File: config.mk
export PLATFORM = sky130hd
export DESIGN_NAME = viking_vout
export DESIGN_NICKNAME = d
export VERILOG_FILES = /design/src/rtl/viking_vout.sv
export SDC_FILE = /design/constraint.sdc
export NUM_CORES = 1
export LEC_CHECK = 0
export BUFFER_PORTS_ARGS = -buffer_cell sky130_fd_sc_hd__buf_2
export CELL_PAD_IN_SITES_DETAIL_PLACEMENT = 1
export CELL_PAD_IN_SITES_GLOBAL_PLACEMENT = 1
export CORE_UTILIZATION = 44
export CTS_CLUSTER_DIAMETER = 80
export DETAILED_ROUTE_END_ITERATION = 6
export HOLD_SLACK_MARGIN = 0.05
export PLACE_DENSITY_LB_ADDON = 0.1
export SLEW_MARGIN = 20
export SYNTH_ARGS = -nofsm -noshare
export SYNTH_HDL_FRONTEND = slang
export SYNTH_SLANG_ARGS = --single-unit
File: constraint.sdc
create_clock -name pclk -period 2.65 [get_ports pclk]
set_input_delay 0.3975 -clock pclk [delete_from_list [all_inputs] [get_ports pclk]]
set_output_delay 0.3975 -clock pclk [all_outputs]
set_load 0.1 [all_outputs]
File: src/rtl/viking_vout.sv
// Viking/SM194 video output stage: 2-cycle pixel/sync pipeline plus line/frame measurement.
// Optional 2:1 horizontal decimation is enabled by defining VIKING_HALF_EN.
module viking_vout #(
    parameter logic [23:0] FG_RGB = 24'hFFFFFF,
    parameter logic [23:0] BG_RGB = 24'h000000,
    parameter int unsigned CNT_W  = 12
) (
    input  logic             pclk,
    input  logic             reset_n,
    input  logic             pix,
    input  logic             hs_in,
    input  logic             vs_in,
    input  logic             hblank_in,
    input  logic             vblank_in,
    input  logic             invert,
    input  logic             hs_pol,
    input  logic             vs_pol,
    output logic [7:0]       r,
    output logic [7:0]       g,
    output logic [7:0]       b,
    output logic             hs_out,
    output logic             vs_out,
    output logic             hblank_out,
    output logic             vblank_out,
    output logic             de,
    output logic             ce_pix,
    output logic [CNT_W-1:0] h_total,
    output logic [CNT_W-1:0] v_total,
    output logic             frame_ok
);

    localparam logic [CNT_W-1:0] CNT_MAX = '1;

    typedef enum logic [1:0] {ST_IDLE, ST_ARMED, ST_LOCKED} state_t;

    logic s1_pix, s1_hs, s1_vs, s1_hb, s1_vb, s1_inv, s1_hs_pol, s1_vs_pol;
    logic s1_c, s1_blank;
    logic [23:0] pix_rgb;

    always_ff @(posedge pclk or negedge reset_n) begin
        if (!reset_n) begin
            s1_pix    <= 1'b0;
            s1_hs     <= 1'b0;
            s1_vs     <= 1'b0;
            s1_hb     <= 1'b0;
            s1_vb     <= 1'b0;
            s1_inv    <= 1'b0;
            s1_hs_pol <= 1'b0;
            s1_vs_pol <= 1'b0;
        end else begin
            s1_pix    <= pix;
            s1_hs     <= hs_in;
            s1_vs     <= vs_in;
            s1_hb     <= hblank_in;
            s1_vb     <= vblank_in;
            s1_inv    <= invert;
            s1_hs_pol <= hs_pol;
            s1_vs_pol <= vs_pol;
        end
    end

    assign s1_c     = s1_pix ^ s1_inv;
    assign s1_blank = s1_hb | s1_vb;

`ifdef VIKING_HALF_EN
    localparam logic [8:0] SUM_R = 9'(FG_RGB[23:16]) + 9'(BG_RGB[23:16]);
    localparam logic [8:0] SUM_G = 9'(FG_RGB[15:8])  + 9'(BG_RGB[15:8]);
    localparam logic [8:0] SUM_B = 9'(FG_RGB[7:0])   + 9'(BG_RGB[7:0]);
    localparam logic [23:0] MID_RGB = {SUM_R[8:1], SUM_G[8:1], SUM_B[8:1]};

    logic ph1, prev_c;

    // ph1 travels with stage 1: 0 on the first active pixel of a line, 1 on its partner
    always_ff @(posedge pclk or negedge reset_n) begin
        if (!reset_n) begin
            ph1    <= 1'b0;
            prev_c <= 1'b0;
        end else begin
            ph1    <= s1_hb ? 1'b0 : ~ph1;
            prev_c <= s1_c;
        end
    end
`endif

    always_comb begin
        pix_rgb = s1_c ? FG_RGB : BG_RGB;
`ifdef VIKING_HALF_EN
        if (ph1) begin
            if (s1_c && prev_c)
                pix_rgb = FG_RGB;
            else if (!s1_c && !prev_c)
                pix_rgb = BG_RGB;
            else
                pix_rgb = MID_RGB;
        end
`endif
    end

    always_ff @(posedge pclk or negedge reset_n) begin
        if (!reset_n) begin
            r          <= '0;
            g          <= '0;
            b          <= '0;
            hs_out     <= 1'b0;
            vs_out     <= 1'b0;
            hblank_out <= 1'b0;
            vblank_out <= 1'b0;
            de         <= 1'b0;
            ce_pix     <= 1'b0;
        end else begin
            r          <= s1_blank ? '0 : pix_rgb[23:16];
            g          <= s1_blank ? '0 : pix_rgb[15:8];
            b          <= s1_blank ? '0 : pix_rgb[7:0];
            hs_out     <= s1_hs ^ s1_hs_pol;
            vs_out     <= s1_vs ^ s1_vs_pol;
            hblank_out <= s1_hb;
            vblank_out <= s1_vb;
            de         <= ~s1_blank;
`ifdef VIKING_HALF_EN
            ce_pix     <= ph1;
`else
            ce_pix     <= 1'b1;
`endif
        end
    end

    logic hs_d, vs_d, hs_rise, vs_rise;
    logic h_seen, v_seen, sat, pair_ok;
    logic [CNT_W-1:0] hcnt, vcnt, hcnt_nxt, vcnt_nxt, h_total_nxt, v_total_nxt;
    logic [CNT_W-1:0] lat_h, lat_v;
    state_t state;

    assign hs_rise = s1_hs & ~hs_d;
    assign vs_rise = s1_vs & ~vs_d;
    assign sat     = (hcnt == CNT_MAX) || (vcnt == CNT_MAX);

    always_comb begin
        h_total_nxt = h_total;
        if (hs_rise && h_seen)
            h_total_nxt = (hcnt == CNT_MAX) ? CNT_MAX : hcnt + 1'b1;

        v_total_nxt = v_total;
        if (vs_rise && v_seen)
            v_total_nxt = vcnt;

        hcnt_nxt = (hcnt == CNT_MAX) ? CNT_MAX : hcnt + 1'b1;
        if (hs_rise)
            hcnt_nxt = '0;

        // an hs edge coincident with vs belongs to the frame that vs starts
        vcnt_nxt = vcnt;
        if (vs_rise)
            vcnt_nxt = hs_rise ? CNT_W'(1) : '0;
        else if (hs_rise && vcnt != CNT_MAX)
            vcnt_nxt = vcnt + 1'b1;

        pair_ok = (h_total_nxt == lat_h) && (v_total_nxt == lat_v) &&
                  (h_total_nxt != CNT_MAX) && (v_total_nxt != CNT_MAX) && !sat;
    end

    always_ff @(posedge pclk or negedge reset_n) begin
        if (!reset_n) begin
            hs_d    <= 1'b0;
            vs_d    <= 1'b0;
            hcnt    <= '0;
            vcnt    <= '0;
            h_total <= '0;
            v_total <= '0;
            h_seen  <= 1'b0;
            v_seen  <= 1'b0;
        end else begin
            hs_d    <= s1_hs;
            vs_d    <= s1_vs;
            hcnt    <= hcnt_nxt;
            vcnt    <= vcnt_nxt;
            h_total <= h_total_nxt;
            v_total <= v_total_nxt;
            if (hs_rise)
                h_seen <= 1'b1;
            if (vs_rise)
                v_seen <= 1'b1;
        end
    end

    always_ff @(posedge pclk or negedge reset_n) begin
        if (!reset_n) begin
            state    <= ST_IDLE;
            frame_ok <= 1'b0;
            lat_h    <= '0;
            lat_v    <= '0;
        end else if (vs_rise) begin
            lat_h <= h_total_nxt;
            lat_v <= v_total_nxt;
            if (state != ST_IDLE && pair_ok) begin
                state    <= ST_LOCKED;
                frame_ok <= 1'b1;
            end else begin
                state    <= ST_ARMED;
                frame_ok <= 1'b0;
            end
        end else if (sat && state == ST_LOCKED) begin
            state    <= ST_ARMED;
            frame_ok <= 1'b0;
        end
    end

endmodule
-- Word level (Yosys, flattened, before mapping)
Cells that the tools add are included.
- flip-flop bits (word level): 117
- input port bits: 10
- eq/ne operators: 8
- add/subtract/negate cells: 2
- reductions and logical operators: 14
- bitwise gates (word level): 9
- multiplexer cells: 17
- operator list (kind ; number):
    $mux W12 ; 6
    $ne A12 B12 Y1 const B ; 3
    $add A12 B1 Y12 const B ; 2
    $eq A12 B12 Y1 ; 2
    $eq A12 B12 Y1 const B ; 2
    $mux W24 ; 1
    $mux W8 ; 3
    $logic_and A1 B1 Y1 ; 9
    $mux W2 ; 3
    $reduce_bool A2 Y1 ; 3
    $mux W1 ; 4
    $not A1 Y1 ; 3
    $xor A1 B1 Y1 ; 3
    $and A1 B1 Y1 ; 2
    $eq A2 B2 Y1 const B ; 1
    $logic_not A1 Y1 ; 1
    $logic_or A1 B1 Y1 ; 1
    $or A1 B1 Y1 ; 1

-- Longest topological paths before layout
Gate-level depths: netlist of the first run.
- depth in word-level cells: 12
- mapped depth: 10

-- Worst setup path after synthesis of the first run
Ideal clock, no wire load.
- path kind: reg-to-reg
- start point: register v_total[9]
- end point: register frame_ok
- clock period less this slack: 2367 ps
- cell stages (with the launch flop): 9
- path slack: 283 ps
- data arrival time: 2246 ps
- setup time: 121 ps
- path through: dfrtp_1 nand4_1 or3_1 a2111o_1 o211ai_1 nor4_1 nand4_1 nor4_1 a31o_1
- longest elaborated chain between the ends: 9
- elaborated cells between the ends (all ways): 10
- those cells by class: eq/ne (2); mux (3); reduce/logical (5)
- RTL lines (element ; RTL line ; source):
    from (decl) ; 28 ; output logic [CNT_W-1:0] v_total,
    from (signal assigned) ; 177 ; v_total <= v_total_nxt;
    $mux W12 * ; 143 ; if (vs_rise && v_seen)
    $eq A12 B12 Y1 ; 157 ; pair_ok = (h_total_nxt == lat_h) && (v_total_nxt == lat_v) &&
    $logic_and A1 B1 Y1 (2 in series) ; 157 ;
    $logic_and A1 B1 Y1 * (2 in series) ; 158 ; (h_total_nxt != CNT_MAX) && (v_total_nxt != CNT_MAX) && !sat;
    $logic_and A1 B1 Y1 * ; 194 ; if (state != ST_IDLE && pair_ok) begin
    $mux W1 * ; 194 ;
    $mux W1 * ; 191 ; end else if (vs_rise) begin
    to (signal assigned) ; 188 ; frame_ok <= 1'b0;
    to (signal assigned) ; 196 ; frame_ok <= 1'b1;
    to (signal assigned) ; 199 ; frame_ok <= 1'b0;
    to (decl) ; 29 ; output logic frame_ok
Every way passes the cells marked *; elsewhere a longest branch is shown, timed or not.
A chain may end at the register's enable or synchronous reset.

-- Worst setup path after layout of the first run
- start point: register hcnt[0]
- end point: register frame_ok
- longest elaborated chain between the ends: 11
- elaborated cells between the ends (all ways): 17
- those cells by class: add/sub (1); eq/ne (3); mux (4); reduce/logical (9)
- RTL lines (element ; RTL line ; source):
    from (decl) ; 129 ; logic [CNT_W-1:0] hcnt, vcnt, hcnt_nxt, vcnt_nxt, h_total_nxt, v_total_nxt;
    from (signal assigned) ; 174 ; hcnt <= hcnt_nxt;
    $add A12 B1 Y12 / $eq A12 B12 Y1 (equally long branches) ; 140 ; h_total_nxt = (hcnt == CNT_MAX) ? CNT_MAX : hcnt + 1'b1;
    $mux W12 * ; 140 ;
    $mux W12 * ; 139 ; if (hs_rise && h_seen)
    via h_total_nxt[1] ; 129 ;
    $eq A12 B12 Y1 ; 157 ;
    $logic_and A1 B1 Y1 ; 157 ;
    $logic_and A1 B1 Y1 * ; 157 ;
    $logic_and A1 B1 Y1 * (2 in series) ; 158 ;
    $logic_and A1 B1 Y1 * ; 194 ;
    $mux W1 * ; 194 ;
    $mux W1 * ; 191 ;
Mark *: on every way through the listed nets, which the timed path passes. The rest lies on a longest branch.

==> run metrics, run 1 <==
period utilization 94.4%; share of post-route cells with drive strength above 1 25.5%; top post-synthesis cells by area dfrtp_1 (53%), nand2_1 (5.7%), buf_4 (3.9%); Die ar. 0.0104 mm²; Worst EP arrival 2800 ps; DR pass1 iterations 5; Via-to-Cell Ratio 5.28; FF+latch count, synth 93; Detail Route Antenna Nets 0; Yosys cell types 60; Avg Inst Size Synth 10.1 µm²; number of antenna diodes 0; port bufs 64; logic depth of the worst register-to-register path 9; WL final 10800 µm; Hold Fails Final Rpt 0; reg2reg end frame_ok; dpl hpwl 7720 µm; crit path to frame_ok; leakage 2.44 nW; clock skew 6.76 ps; Worst R2R Setup Slack 150 ps; clock period minus worst slack 2500 ps; fmax 400 MHz; Crit Path Class reg -> reg; Seq/Total Area, Yosys 52.7%; Rel. slew slack 47.4%; post-synthesis instance total 437; largest net degree at the start of global routing 59; crit-path max FO 8; area delta synth->final 14.0%; slew at the pin with the worst max-slew slack 779 ps; initial antenna violation count 0; Pins Over Slew Limit 0; clk sink count 93; YS warnings 0; Layout fillers 1136; worst hold path class in -> reg; mapped cell area 0.00441 mm²; Slowest-stage cell, CP or3_4; row count 36; Fin Hold WS 140 ps; DRT iter0 DRCs 77; CP Capture Type flop; insertion delay to the later sink of the worst-skew pair 360 ps; Net Count, Synth 449; gr usage total 22.9%; worst path cell trace ha_2, nand4_4, or3_4, o21ai_2, xor2_1, nor2_2, nand4_1, nor4_2, a31o_1; Max Cap Violations 0; initial core utilization 45.4%; Inserted Clock Buffers 9; PwrDens 698 mW/mm²; Die H 102 µm; RePlAce Congestion 0.849; synth cell count leaders dfrtp_1 (93), nand2_1 (67), nor2_1 (40), buf_4 (23); Setup crit start kind flop; Final TNS setup 0 ps; CP required 2950 ps; Core Box Area 0.00973 mm²; Avg WL per Cell 17.2 µm; IO Count 65; final setup vio count 0; CTS max path bufs 2; reg-to-reg startpoint hcnt[0]; cell taking the most area after synthesis dfrtp_1; highest ir drop seen on vdd 0.000389 V; vias in the first global route 3452; Vias 3308; global-route wire length before repair 17900 µm; residual DRC count 0; CTS tree built; total gr overflow 0; asr flop ratio synth 100%; fin cells 627; max incr delay on CP 480 ps; Die X 102 µm; unrepaired setup endpoints after global routing false; Post-synth EDFFs 0; status completed; most common cell in the netlist dfrtp_1; Reg clk slew, reported paths 90 ps; Synth Flop Type dfrtp_1; post-synth top area share 52.7%; placed insts 611; Root Buffer clkbuf_8; fin nets 503; H-Tree Depth 3; Worst Setup SP hcnt[0]
[kinds of logic (layout without fill, tap and decap cells)]
group,count (synthesis),after routing,synth area share (%)
AOI/OAI and AO/OA,68,68,10.6
xor gates and xnor gates,36,36,7.14
adders and majority gates,2,2,0.567
buffers and inverters,60,117,7.51
DFF,93,93,52.7
muxes,17,17,4.08
other,1,1,0.0850
and+or+nand+nor,160,160,17.2
[critical path, delay by kind of cell, from the launching register on]
kind,cells,cell delay (ps)
XOR/XNOR,1,110
AO/OA/AOI/OAI,2,360
flip-flops,1,420
AND/OR/NAND/NOR,5,1310
adder cells (fa/ha/maj),1,240
[where the power goes]
group | switching, W | internal (W) | total [W] | leakage, nW
Sequential | 0.000122 | 0.00153 | 0.00165 | 1.20
Clock | 0.000486 | 0.000423 | 0.000909 | 0.0947
Combinational | 0.000734 | 0.000215 | 0.000948 | 1.14
Total | 0.00134 | 0.00217 | 0.00351 | 2.44
[metrics by stage]
| step | worst slack [ps] | util [%] | power, W | instance area (µm²) |
|---|---|---|---|---|
| 6_report | 147 | 51.7 | 0.00351 | 5030 |
| 5_1_grt | 26.2 | 51.7 | 0.00367 | 5030 |
| 4_1_cts | 30.6 | 51.3 | 0.00353 | 4990 |
| 3_5_place_dp | -40.5 | 49.3 | 0.00261 | 4790 |
| 3_3_place_gp | 80.7 | 49.3 | 0.00258 | 4790 |
| 2_1_floorplan | 283 | - | 0.00240 | 4410 |
[how the worst min path moves through the flow]
stage	from	endpoint	slack [ps]	cells after the start
2_1_floorplan	reset_n	b[6]	100	0
3_3_place_gp	reset_n	h_total[9]	390	1
3_5_place_dp	reset_n	h_total[9]	400	1
4_1_cts	pix	s1_pix	120	1
5_1_grt	vs_pol	s1_vs_pol	120	1
6_report	pix	s1_pix	140	1
[placed cells by master, fill, tap and decap left out, types with 5 or more instances in the layout]
cell	netlist	final
nand2_1	67	67
inv_1	22	22
dfrtp_1	93	90
nor4_1	6	5
nor2_1	40	39
buf_2	2	63
clkbuf_8	0	9
nand3_1	5	5
xnor2_1	18	18
mux2_2	5	5
mux2i_1	11	10
o21ai_0	22	21
nor3_1	7	6
xor2_1	18	18
buf_4	23	15
nand4_1	11	11
a21oi_1	9	8
[sequential cells by signal, summed over array words and instances (netlist names), 12 cells and up]
signal	flops
hcnt	12
lat_h	12
h_total	12
v_total	12
vcnt	12
lat_v	12
[final cells by class]
type,instances,area (µm²),share of cell area [%]
inverter,22,82.6,1.64
clock inverter,5,53.8,1.07
timing repair buffer,81,478,9.50
multi-input combinational,284,1790,35.7
sequential,93,2330,46.3
clock buffer,9,124,2.46
tap,133,166,3.31
[per-layer routing]
layer,wire length [µm],global-route usage [%]
met3,299,4.17
met2,4980,35.0
met5,0,0
met4,172,7.80
met1,5330,33.0
[timing repair]
item,4_1_cts,5_1_grt
pin swaps,0,2
hold buffers,1,0
setup buffers,0,1
setup endpoints to repair,2,2
endpoints found under the hold margin,35,0
gates resized for setup,3,9
No activity file was read; power rests on OpenSTA's default activity.
==> inputs of run 2 (changes only) <==
==> constraint.sdc (replaced) <==
create_clock -name pclk -period 2.65 [get_ports pclk]
set_input_delay 0.1325 -clock pclk [delete_from_list [all_inputs] [get_ports pclk]]
set_output_delay 0.1325 -clock pclk [all_outputs]
set_load 0.1 [all_outputs]
==> run 2 against run 1 <==
Compared with the run above:
- sequential power hardly changed
- fmax up 1.3%
- cell count grew 2.6%
- critical path depth shrank 1
- non-clock buffer count is 14 higher
- worst hold slack improved by 170 ps
- critical path type unchanged
- critical endpoint unchanged
- largest power group unchanged
- highest routed layer unchanged
==> run metrics, run 2 (synthesis gave the netlist of run 1 again) <==
status completed; largest net degree at the start of global routing 44; insertion delay to the later sink of the worst-skew pair 370 ps; share of post-route cells with drive strength above 1 25.3%; CTS max path bufs 2; Rel. slew slack 53.3%; fin nets 517; commonest non-fill, non-tap cell in the layout dfrtp_1; Die ar. 0.0104 mm²; initial antenna violation count 0; Hold Fails Final Rpt 0; Reg clk slew, reported paths 90 ps; residual DRC count 0; reg2reg end frame_ok; leakage 2.51 nW; Final Cell Area 0.00512 mm²; logic depth of the worst register-to-register path 8; Post-DP Area 0.00480 mm²; Pins Over Slew Limit 0; highest ir drop seen on vdd 0.000393 V; H-Tree Depth 3; area delta synth->final 16.1%; RePlAce Congestion 0.904; Avg WL per Cell 17.2 µm; Worst EP arrival 2780 ps; global-route wire length before repair 18100 µm; port bufs 64; clk sink count 93; DR pass1 iterations 4; crit-path max FO 6; Root Buffer clkbuf_8; WL final 11000 µm; final setup vio count 0; period utilization 93.2%; Detail Route Antenna Nets 0; clock period minus worst slack 2470 ps; CP required 2960 ps; gr usage total 23.0%; Max Cap Violations 0; Worst R2R Setup Slack 180 ps; Via-to-Cell Ratio 5.27; CP Capture Type flop; Vias 3386; worst hold path class in -> async; DRT iter0 DRCs 109; Inserted Clock Buffers 9; reg-to-reg startpoint hcnt[5]; row count 36; commonest cells after routing, fill and taps aside dfrtp_1 (93), nand2_1 (67), buf_2 (63); vias in the first global route 3531; clock skew 7.93 ps; slew at the pin with the worst max-slew slack 692 ps; Fin Hold WS 307 ps; dpl hpwl 7870 µm; PwrDens 675 mW/mm²; CTS tree built; initial core utilization 45.4%; fmax 405 MHz; Setup crit start kind flop; Die X 102 µm; Die H 102 µm; IO Count 65; total gr overflow 0; Core Box Area 0.00973 mm²; Crit Path Class reg -> reg; number of antenna diodes 0
[run 2: stage by stage]
stage,worst slack [ps],cells,power (W),TNS (ps),util [%]
detailed placement,-0.104,615,0.00260,-0.104,49.3
global placement,62.0,615,0.00258,0,49.3
finish,180,643,0.00346,0,52.7
floorplan,283,437,0.00240,0,-
global route,-48.0,643,0.00361,-91.2,52.7
CTS,53.3,640,0.00348,0,52.0
[run 2: layer usage]
| layer | track usage (%) | wire [µm] | vias to the layer above |
|---|---|---|---|
| li1 | - | - | 1600 |
| met1 | 31.9 | 5230 | 1717 |
| met2 | 36.6 | 5290 | 59 |
| met3 | 5.13 | 382 | 10 |
| met4 | 6.37 | 126 | 0 |
| met5 | 0 | 0 | - |
[run 2: critical path, cell delays in order (launching register included)]
cell and delay, ps:
dfrtp_1 450, nand3_2 200, nor4_2 330, mux2_2 390, mux2i_2 220, xor2_1 180
o2111ai_1 170, nor4_2 340, a31o_1 130
[run 2: timing repair]
item                                    4_1_cts  5_1_grt
endpoints found under the setup margin        2        2
setup buffers                                 0        3
gates resized for setup                       1        9
hold buffers                                  9        0
hold endpoints to repair                     48        0
[run 2: cell type report]
cell class / instances / area [µm²]
repair buffers: 95 / 578
well taps: 133 / 166
inverters: 22 / 82.6
clock inverters: 5 / 35.0
flip-flops and latches: 93 / 2330
fillers: 1144 / 4600
clock buffers: 11 / 131
multi-input cells: 284 / 1800
[run 2: worst max path at each step]
stage / from / end / slack, ps / cells after the start
2_1_floorplan: v_total[9] / frame_ok / 280 / 8
3_3_place_gp: hcnt[0] / frame_ok / 60 / 9
3_5_place_dp: hcnt[0] / state[0] / -0.1 / 9
4_1_cts: hcnt[0] / frame_ok / 50 / 9
5_1_grt: hcnt[5] / frame_ok / -50 / 8
6_report: hcnt[5] / frame_ok / 180 / 8
[run 2: power breakdown]
group          total (W)  internal [W]  leakage [nW]  switching, W
Combinational   0.000948      0.000220          1.21      0.000728
Clock           0.000864      0.000346        0.0841      0.000518
Sequential       0.00165       0.00153          1.21      0.000117
==> inputs of run 3 (changes only) <==
--- a/config.mk
+++ b/config.mk
@@ -5,7 +5,7 @@
 export SDC_FILE = /design/constraint.sdc
 export NUM_CORES = 1
 export LEC_CHECK = 0
-export BUFFER_PORTS_ARGS = -buffer_cell sky130_fd_sc_hd__buf_2
+export BUFFER_PORTS_ARGS = -buffer_cell sky130_fd_sc_hd__buf_4
 export CELL_PAD_IN_SITES_DETAIL_PLACEMENT = 1
 export CELL_PAD_IN_SITES_GLOBAL_PLACEMENT = 1
 export CORE_UTILIZATION = 44
==> run 3 against run 2 <==
Compared with the run above:
- die area did not move
- count of clock-buffer cells in the layout unchanged
- fmax down 0.57%
- via count fell by 1.1%
- non-clock buffer count is 2 higher
==> run metrics, run 3 (synthesis gave the netlist of run 1 again) <==
status completed; Max Cap Violations 0; fmax 403 MHz; Root Buffer clkbuf_8; Reg clk slew, reported paths 100 ps; number of antenna diodes 0; Clk pwr share 26.7%; largest net degree at the start of global routing 48; commonest non-fill, non-tap cell in the layout dfrtp_1; IO Count 65; reg-to-reg startpoint hcnt[0]; clock period minus worst slack 2480 ps; WL final 11600 µm; Rel. slew slack 50.9%; Via-to-Cell Ratio 5.19; Final TNS setup 0 ps; Avg WL per Cell 18.0 µm; DRT iter0 DRCs 159; Die ar. 0.0104 mm²; insertion delay to the later sink of the worst-skew pair 360 ps; commonest cells after routing, fill and taps aside dfrtp_1 (92), buf_4 (87), nand2_1 (67); crit-path max FO 8; Inserted Clock Buffers 9; Sw Ratio 37.8%; Crit Path Class reg -> reg; final setup vio count 0; Final WS setup 166 ps; reg2reg end frame_ok; worst hold path class in -> async; dpl hpwl 8180 µm; global-route wire length before repair 19100 µm; CTS max path bufs 2; highest ir drop seen on vdd 0.000480 V; CTS tree built; period utilization 93.7%; PwrDens 680 mW/mm²; Hold Fails Final Rpt 0; Setup crit start kind flop; Die H 102 µm; clock skew 12.8 ps; Sw Pwr 0.00139 W; total gr overflow 0; share of post-route cells with drive strength above 1 26.6%; RePlAce Congestion 0.860; slew at the pin with the worst max-slew slack 727 ps; CP Capture Type flop; Detail Route Antenna Nets 0; gr usage total 24.4%; residual DRC count 0; initial core utilization 45.4%; port bufs 64; Pins Over Slew Limit 0; share of power burned in registers 45.3%; H-Tree Depth 3; row count 36; leakage 2.55 nW; DR pass1 iterations 4; Comb power frac 28.0%; Die X 102 µm; Worst EP arrival 2780 ps; logic depth of the worst register-to-register path 10; Vias 3349; Worst Setup SP hcnt[0]; DP Worst Slack -131 ps; vias in the first global route 3555; Core Box Area 0.00973 mm²; Pint 0.00228 W; initial antenna violation count 0; fin nets 519; area delta synth->final 22.0%; Core Util, Final 55.3%; CP required 2940 ps; Worst R2R Setup Slack 170 ps; clk sink count 93
run 3: worst max-delay path: stages (launching register included):
cell and delay (ps):
dfrtp_1 410, ha_4 190, nand4_4 180, nor3_1 280
mux2i_1 330, buf_4 170, nor4_1 50, a21oi_1 170
o2111ai_2 170, nor4_4 340, a31o_1 140
run 3: power by group through the flow:
stage / Combinational [W] / Clock (W) / Sequential [W]
finish: 0.00103 / 0.000976 / 0.00166
global placement: 0.000962 / 0 / 0.00167
global route: 0.00109 / 0.00107 / 0.00167
detailed placement: 0.000973 / 0 / 0.00168
CTS: 0.000998 / 0.00101 / 0.00166
floorplan: 0.000451 / 0 / 0.00195
run 3: worst max-delay path by stage:
stage | depth (start not counted) | slack [ps] | endpoint
finish | 10 | 170 | frame_ok
global route | 9 | -9 | frame_ok
CTS | 10 | 40 | frame_ok
detailed placement | 9 | -130 | state[0]
global placement | 9 | 3 | frame_ok
floorplan | 8 | 280 | frame_ok
run 3: stage by stage:
stage / instances / total power, W / instance area, µm² / hold slack, ps
after floorplan: 437 / 0.00240 / 4410 / -163
after global placement: 617 / 0.00263 / 4980 / 186
after detailed placement: 617 / 0.00265 / 4980 / 194
after CTS: 643 / 0.00366 / 5300 / 338
after global routing: 645 / 0.00383 / 5380 / 377
final: 645 / 0.00366 / 5380 / 325
run 3: routing by layer:
layer	up-vias	share of wire (%)	global-route usage, %	wire [µm]
met5	-	0	0	0
met4	0	1.2	4.95	138
met3	8	4.1	3.97	479
met2	85	49	39.5	5660
met1	1654	46	34.8	5340
li1	1602	-	-	-
run 3: final cells by class:
| class | count | area (µm²) |
|---|---|---|
| Fill cell | 1122 | 4350 |
| Sequential cell | 93 | 2330 |
| Multi-Input combinational cell | 284 | 1840 |
| Timing Repair Buffer | 97 | 763 |
| Tap cell | 133 | 166 |
| Clock buffer | 11 | 141 |
| Inverter | 22 | 82.6 |
| Clock inverter | 5 | 57.6 |
run 3: what timing repair did:
action	CTS	global route
hold buffers	9	0
hold endpoints to repair	52	0
gates resized for setup	4	12
endpoints found under the setup margin	2	2
gates cloned	0	0
pin swaps	1	2
setup buffers	1	2
